==> config.mk <==
export PLATFORM = sky130hd
export DESIGN_NAME = uart_tx_ser
export DESIGN_NICKNAME = d
export VERILOG_FILES = /design/src/rtl/uart_tx_ser.sv
export SDC_FILE = /design/constraint.sdc
export NUM_CORES = 1
export LEC_CHECK = 0
export BUFFER_PORTS_ARGS = -buffer_cell sky130_fd_sc_hd__buf_4
export CORE_MARGIN = 5
export CORE_UTILIZATION = 40
export DETAILED_ROUTE_END_ITERATION = 16
export GPL_ROUTABILITY_DRIVEN = 0
export PLACE_DENSITY_LB_ADDON = 0.08
export SLEW_MARGIN = 20
export SYNTH_ARGS = -nofsm -noshare
export SYNTH_HDL_FRONTEND = slang
export SYNTH_SLANG_ARGS = --single-unit
==> constraint.sdc <==
create_clock -name clock -period 2.35 [get_ports clock]
set_input_delay 0.235 -clock clock [delete_from_list [all_inputs] [get_ports clock]]
set_output_delay 0.235 -clock clock [all_outputs]
set_load 0.01 [all_outputs]
==> src/rtl/uart_tx_ser.sv <==
// UART transmitter: serializes one word per handshake as start, LSB-first data,
// optional parity and one or two stop bits, paced by a 16x baud enable.
module uart_tx_ser #(
    parameter int DATA_W = 8
) (
    input  logic              clock,
    input  logic              reset,
    input  logic              ce_16,
    input  logic [DATA_W-1:0] tx_data,
    input  logic              new_tx_data,
    input  logic              parity_en,
    input  logic              parity_odd,
    input  logic              two_stop,
    output logic              tx_busy,
    output logic              ser_out
);

    localparam logic [2:0] LAST_BIT = 3'(DATA_W - 1);

    typedef enum logic [2:0] {
        IDLE,
        START,
        DATA,
        PARITY,
        STOP
    } state_t;

    state_t            state_reg, state_next;
    logic [3:0]        cnt16_reg, cnt16_next;
    logic [2:0]        bitcnt_reg, bitcnt_next;
    logic [DATA_W-1:0] shift_reg, shift_next;
    logic              par_bit_reg, par_bit_next;
    logic              par_en_reg, par_en_next;
    logic              two_stop_reg, two_stop_next;
    logic              stop2_reg, stop2_next;
    logic              busy_reg, busy_next;
    logic              ser_reg, ser_next;

    // Parity is folded at acceptance, since the data bits are shifted out later.
    logic [DATA_W-1:0] par_chain;
    assign par_chain[0] = tx_data[0];
    generate
        for (genvar gi = 1; gi < DATA_W; gi++) begin : g_par
            assign par_chain[gi] = par_chain[gi-1] ^ tx_data[gi];
        end
    endgenerate

    logic bit_end;
    assign bit_end = ce_16 && (cnt16_reg == 4'd15);

    always_ff @(posedge clock or posedge reset) begin
        if (reset) begin
            state_reg    <= IDLE;
            cnt16_reg    <= '0;
            bitcnt_reg   <= '0;
            shift_reg    <= '0;
            par_bit_reg  <= 1'b0;
            par_en_reg   <= 1'b0;
            two_stop_reg <= 1'b0;
            stop2_reg    <= 1'b0;
            busy_reg     <= 1'b0;
            ser_reg      <= 1'b1;
        end else begin
            state_reg    <= state_next;
            cnt16_reg    <= cnt16_next;
            bitcnt_reg   <= bitcnt_next;
            shift_reg    <= shift_next;
            par_bit_reg  <= par_bit_next;
            par_en_reg   <= par_en_next;
            two_stop_reg <= two_stop_next;
            stop2_reg    <= stop2_next;
            busy_reg     <= busy_next;
            ser_reg      <= ser_next;
        end
    end

    always_comb begin
        state_next    = state_reg;
        cnt16_next    = cnt16_reg;
        bitcnt_next   = bitcnt_reg;
        shift_next    = shift_reg;
        par_bit_next  = par_bit_reg;
        par_en_next   = par_en_reg;
        two_stop_next = two_stop_reg;
        stop2_next    = stop2_reg;
        busy_next     = busy_reg;
        ser_next      = ser_reg;

        if (state_reg != IDLE && ce_16) begin
            cnt16_next = cnt16_reg + 4'd1;
        end

        case (state_reg)
            IDLE: begin
                if (new_tx_data && !busy_reg) begin
                    shift_next    = tx_data;
                    par_bit_next  = par_chain[DATA_W-1] ^ parity_odd;
                    par_en_next   = parity_en;
                    two_stop_next = two_stop;
                    stop2_next    = 1'b0;
                    cnt16_next    = '0;
                    bitcnt_next   = '0;
                    busy_next     = 1'b1;
                    ser_next      = 1'b0;
                    state_next    = START;
                end
            end
            START: begin
                if (bit_end) begin
                    ser_next   = shift_reg[0];
                    shift_next = shift_reg >> 1;
                    state_next = DATA;
                end
            end
            DATA: begin
                if (bit_end) begin
                    if (bitcnt_reg == LAST_BIT) begin
                        if (par_en_reg) begin
                            ser_next   = par_bit_reg;
                            state_next = PARITY;
                        end else begin
                            ser_next   = 1'b1;
                            state_next = STOP;
                        end
                    end else begin
                        ser_next    = shift_reg[0];
                        shift_next  = shift_reg >> 1;
                        bitcnt_next = bitcnt_reg + 3'd1;
                    end
                end
            end
            PARITY: begin
                if (bit_end) begin
                    ser_next   = 1'b1;
                    state_next = STOP;
                end
            end
            STOP: begin
                if (bit_end) begin
                    // A second stop bit is just another 16 pulses of line-high.
                    if (two_stop_reg && !stop2_reg) begin
                        stop2_next = 1'b1;
                    end else begin
                        stop2_next = 1'b0;
                        busy_next  = 1'b0;
                        ser_next   = 1'b1;
                        state_next = IDLE;
                    end
                end
            end
            default: begin
                state_next = IDLE;
                busy_next  = 1'b0;
                ser_next   = 1'b1;
            end
        endcase
    end

    assign tx_busy = busy_reg;
    assign ser_out = ser_reg;

endmodule

==> results of run 1 <==
-- layer usage --
metal	global-route usage	vias to the layer above	wire length [µm]
met5	0	-	0
met4	0.0511	0	16
met3	0.0227	2	83
met2	0.202	12	1230
met1	0.195	465	1280
li1	-	463	-
-- cell families (layout without fill, tap and decap cells) --
family / count (synthesis) / count (layout) / share of synthesized area
AOI/OAI and AO/OA: 22 / 22 / 0.101
adders and majority gates: 3 / 3 / 0.0271
and+or+nand+nor: 30 / 30 / 0.117
buffers and inverters: 12 / 26 / 0.0470
DFF: 24 / 24 / 0.435
muxes: 22 / 22 / 0.200
xor gates and xnor gates: 10 / 10 / 0.0732
-- final cells by class --
class	instances	area (µm²)	area share
Clock buffer	3	22.5	0.0143
Clock inverter	1	30.0	0.0191
Inverter	6	22.5	0.0143
Multi-Input combinational cell	87	718	0.457
Sequential cell	24	602	0.383
Tap cell	46	57.6	0.0366
Timing Repair Buffer	16	120	0.0764
-- synthesized netlist by cell type, drive strengths merged (3+ instances only) --
master,n
nand4,5
inv,6
xor2,3
ha,3
nor2,9
o21ai,10
mux2,21
dfrtp,23
a21oi,4
buf,6
nand2,4
xnor2,6
nor2b,3
-- where the power goes --
group          internal (mW)  total [mW]  switching, mW
clock network          0.172       0.305          0.133
registers              0.564       0.715          0.151
logic                  0.515       0.863          0.348
total                   1.25        1.88          0.631
-- how the worst max path moves through the flow --
stage                        from      endpoint  slack [ns]  depth (start not counted)
floorplan           bitcnt_reg[0]  shift_reg[0]        0.69                          6
global placement     cnt16_reg[0]  shift_reg[3]        0.37                          5
detailed placement   cnt16_reg[0]  shift_reg[4]        0.33                          5
CTS                  cnt16_reg[0]  shift_reg[4]        0.29                          5
global route         cnt16_reg[0]  shift_reg[4]        0.18                          5
finish               cnt16_reg[1]  shift_reg[4]        0.28                          5
-- worst max-delay path, stage by stage, from the launching register on --
cell and delay, ns:
sky130_fd_sc_hd__dfrtp_1 0.41, sky130_fd_sc_hd__ha_1 0.20, sky130_fd_sc_hd__nand4_1 0.29, sky130_fd_sc_hd__a21oi_1 0.23, sky130_fd_sc_hd__o211a_1 0.48, sky130_fd_sc_hd__mux2_4 0.34
-- stage by stage --
stage	instances	total power, mW
floorplan	123	1.46
global placement	179	1.56
detailed placement	179	1.59
CTS	183	1.90
global route	183	2.03
finish	183	1.88
==> metrics.txt, run 1 <==
run status completed; power density over the cells 1200 nW/µm²; required arrival time at the worst endpoint 2.56 ns; height of the die 68.8 µm; total global routing track utilization 0.136; worst-case register-to-register setup slack 0.28 ns; largest area contributor in the synthesized netlist sky130_fd_sc_hd__dfrtp_1; number of enable flip-flop cells after synthesis 0; global-route wire length before repair 4790 µm; worst slew pin tran 0.916 ns; sort of element at the start of the critical path flop; part of the cycle the worst path needs 0.881; Worst Hold Class input port to asynchronous set/reset pin; # DRC 0; maximum number of pins on one net before global-route repair 25; diode count 0; clock root buffer master sky130_fd_sc_hd__clkbuf_4; Synth cell types 34; area fraction of the dominant cell type after synthesis 0.416; ranking of synthesized cells by area sky130_fd_sc_hd__dfrtp_1 42%, sky130_fd_sc_hd__mux2_2 11%, sky130_fd_sc_hd__mux2_4 8.7%; routed via count 942; Peak VDD IR 0.000411 V; Leak Pwr 0.719 nW; clock latency at the later pin of the worst-skew pair 0.32 ns; most common library cell in the layout ignoring fill and taps sky130_fd_sc_hd__dfrtp_1; maximum capacitance violations 0; Post-Syn Instances 123; vias per cell 5.15; Pre-antenna DRT Iters 4; fraction of layout instances using a drive strength above 1 0.321; Min Hold Slack 0.0903 ns; startpoint of the worst-slack reg-to-reg timing path cnt16_reg[1]; Setup TNS 0 ns; post-place instance area 1520 µm²; maximum operating frequency 0.483 GHz; num rows 21; Core ar. 3340 µm²; nets in the synthesized netlist 141; die boundary width 68.8 µm; post-synthesis cell area 1390 µm²; sequential area share after synthesis 0.435; time the final worst path needs with I/O delays and setup 2.07 ns; clk_skew 0.0171 ns; number of nets still failing antenna checks after routing 0; final-report hold violation count 0; CP Capture Type flop; per-instance average area after synthesis 11.3 µm²; data arrival time of the critical path 2.28 ns; final worst slack 0.279 ns; maximum number of buffers from clock root to sink 2; R2R depth 5; fillers 336; initial antenna violation count 0; top library cells by usage in the layout, fill and taps aside 23 x sky130_fd_sc_hd__dfrtp_1, 16 x sky130_fd_sc_hd__buf_4, 13 x sky130_fd_sc_hd__mux2_2, 10 x sky130_fd_sc_hd__o21ai_0; Remaining Overflow, GRT 0; flop and latch count out of synthesis 24; drt wl/cell 14.3 µm; warnings from Yosys 0; violation count after the first detailed-route iteration 73; sinks on the clock net 24; clock-pin slew on the worst setup and hold paths 0.15 ns; maximum fanout along the worst path 8; TritonCTS clock tree built; total of hold buffers inserted after clock tree synthesis 0; Non-Filler Cell Area, Final 1570 µm²; Async S/R FF share, synth 1.00; number of slew-limit violations in the final report 0; Post-CTS Setup Inserts 0; quantity of I/O buffers inserted on ports 16; flip-flop count of the largest register, all copies and words added 8; DIE AREA 4740 µm²; flip-flop cell with the highest count after synthesis sky130_fd_sc_hd__dfrtp_1; final net count 156; Util after Layout 0.471; initial core utilization 0.415; total CTS buffers 3; Max-slew headroom 0.389; dpl ws 0.326 ns; HPWL after detailed placement 1940 µm; number of gates resized after cts 0; post-synthesis to final-layout area growth 13.6%; unrepaired setup endpoints after global routing no; number of levels the H-tree was split into 1; critical path start-end classification flop to flop; vias in the first global route 1,013; R2R Path End shift_reg[4]; total detailed-routing wirelength 2610 µm; count of endpoints failing setup in the final report 0; Ports 17
Note: power is estimated with default switching activity, not from simulation.
==> inputs of run 2 (changes only) <==
--- a/config.mk
+++ b/config.mk
@@ -5,7 +5,7 @@
 export SDC_FILE = /design/constraint.sdc
 export NUM_CORES = 1
 export LEC_CHECK = 0
-export BUFFER_PORTS_ARGS = -buffer_cell sky130_fd_sc_hd__buf_4
+export BUFFER_PORTS_ARGS = -buffer_cell sky130_fd_sc_hd__buf_2
 export CORE_MARGIN = 5
 export CORE_UTILIZATION = 40
 export DETAILED_ROUTE_END_ITERATION = 16
==> metrics.txt, run 2 (synthesized netlist as in run 1, its figures left out) <==
run status completed; routing usage on met1 0.170 (-0.0251); most common library cell in the layout ignoring fill and taps sky130_fd_sc_hd__dfrtp_1; initial antenna violation count 0 (unchanged); number of nets still failing antenna checks after routing 0 (unchanged); worst slew pin tran 0.924 ns (+0.00841 ns); HPWL after detailed placement 1860 µm (-4.1%); FF/Latch Area 602 µm² (unchanged); Setup TNS 0 ns (unchanged); initial core utilization 0.415 (unchanged); R2R Path End shift_reg[5]; met3 Track Usage GR 0.0243 (+0.00162); maximum number of pins on one net before global-route repair 25 (unchanged); sinks on the clock net 24 (unchanged); Post-CTS Setup Inserts 0 (unchanged); Placed Instances 179 (unchanged); violation count after the first detailed-route iteration 26 (-64%); Worst Hold Class input port to asynchronous set/reset pin; clock latency at the later pin of the worst-skew pair 0.32 ns (about the same); TritonCTS clock tree built; number of levels the H-tree was split into 1 (unchanged); Remaining Overflow, GRT 0 (unchanged); sort of element at the start of the critical path flop; worst-case register-to-register setup slack 0.31 ns (+0.03 ns); final instance count without filler cells 183 (unchanged); final net count 156 (unchanged); R2R depth 5 (unchanged); number of slew-limit violations in the final report 0 (unchanged); post-synthesis to final-layout area growth 9.48%; num rows 21 (unchanged); Core ar. 3340 µm² (unchanged); maximum fanout along the worst path 8 (unchanged); drt wl/cell 13.7 µm (-4.3%); fillers 340 (+1.2%); final-report hold violation count 0 (unchanged); vias in the first global route 949 (-6.3%); maximum capacitance violations 0 (unchanged); global-route wire length before repair 4370 µm (-8.6%); time the final worst path needs with I/O delays and setup 2.04 ns (-0.0271 ns); grt met2 use 0.189 (-0.0131); Ports 17 (unchanged); vias per cell 5.22 (+1.5%); maximum operating frequency 0.489 GHz (+1.3%); startpoint of the worst-slack reg-to-reg timing path cnt16_reg[0]; area of combinational cells with multiple inputs 718 µm² (unchanged); power density over the cells 1170 nW/µm² (-2.6%); # DRC 0 (unchanged); required arrival time at the worst endpoint 2.56 ns (about the same); count of endpoints failing setup in the final report 0 (unchanged); fraction of layout instances using a drive strength above 1 0.321 (unchanged); Max-slew headroom 0.383 (-0.00561); critical path start-end classification flop to flop; total of hold buffers inserted after clock tree synthesis 0 (unchanged); DIE AREA 4740 µm² (unchanged); die boundary width 68.8 µm (unchanged); data arrival time of the critical path 2.25 ns (-0.03 ns); top library cells by usage in the layout, fill and taps aside 23 x sky130_fd_sc_hd__dfrtp_1, 16 x sky130_fd_sc_hd__buf_2, 13 x sky130_fd_sc_hd__mux2_2, 10 x sky130_fd_sc_hd__o21ai_0; quantity of I/O buffers inserted on ports 16 (unchanged); total detailed-routing wirelength 2500 µm (-4.3%); most used routing layer met2; unrepaired setup endpoints after global routing no; clock root buffer master sky130_fd_sc_hd__clkbuf_4; maximum number of buffers from clock root to sink 2 (unchanged); flip-flop count of the largest register, all copies and words added 8 (unchanged); diode count 0 (unchanged); clock-pin slew on the worst setup and hold paths 0.14 ns (about the same); CP Capture Type flop; total CTS buffers 3 (unchanged); Pre-antenna DRT Iters 4 (unchanged); clk_skew 0.0114 ns (-0.00567 ns); total global routing track utilization 0.123 (-0.0129); height of the die 68.8 µm (unchanged); routed via count 956 (+1.5%); Peak VDD IR 0.000538 V (+31%); part of the cycle the worst path needs 0.870 (-0.0115); number of gates resized after cts 0 (unchanged); Leak Pwr 0.697 nW (-3.0%)
[run 2: cell count changes in the layout (fill, tap and decap cells not counted), sizes merged]
cell and delta:
bufinv -1, clkbuf +1
[run 2: per-stage QoR]
step	instance area [µm²]	power [mW]	worst slack, ns	hold WS [ns]	utilization
2_1_floorplan	1390	1.46	0.685	0.249	-
3_3_place_gp	1480	1.56	0.363	0.468	0.444
3_5_place_dp	1480	1.57	0.336	0.475	0.444
4_1_cts	1520	1.80	0.314	0.130	0.454
5_1_grt	1520	1.90	0.121	0.132	0.454
6_report	1520	1.77	0.306	0.0970	0.454
[run 2: layer usage]
metal	wire (µm)	vias to the layer above
li1	-	464
met1	1210	476
met2	1170	14
met3	97	2
met4	17	0
met5	0	-
[run 2: critical path, cell delays in order (launching register included)]
cell and delay, ns:
sky130_fd_sc_hd__dfrtp_1 0.41, sky130_fd_sc_hd__ha_1 0.20, sky130_fd_sc_hd__nand4_1 0.29, sky130_fd_sc_hd__a21oi_1 0.24, sky130_fd_sc_hd__o211a_1 0.46, sky130_fd_sc_hd__mux2_4 0.34
[run 2: where the power goes]
group          internal [mW]  switching [mW]  leakage [nW]  total (mW)
clock network         0.0946           0.125        0.0210       0.220
logic                  0.503           0.332         0.381       0.835
registers              0.564           0.149         0.296       0.713
[run 2: worst max-delay path by stage]
stage	startpoint	end	slack, ns	depth (start not counted)
5_1_grt	cnt16_reg[0]	shift_reg[5]	0.12	5
4_1_cts	cnt16_reg[0]	shift_reg[5]	0.31	5
3_3_place_gp	cnt16_reg[0]	shift_reg[3]	0.36	5
2_1_floorplan	bitcnt_reg[0]	shift_reg[0]	0.69	6
3_5_place_dp	cnt16_reg[0]	shift_reg[4]	0.34	5
6_report	cnt16_reg[0]	shift_reg[5]	0.31	5
[run 2: cell type report]
class,instances,share of cell area
Sequential cell,24,0.397
Multi-Input combinational cell,87,0.474
Timing Repair Buffer,16,0.0528
Inverter,6,0.0149
Tap cell,46,0.0380
Clock buffer,4,0.0239
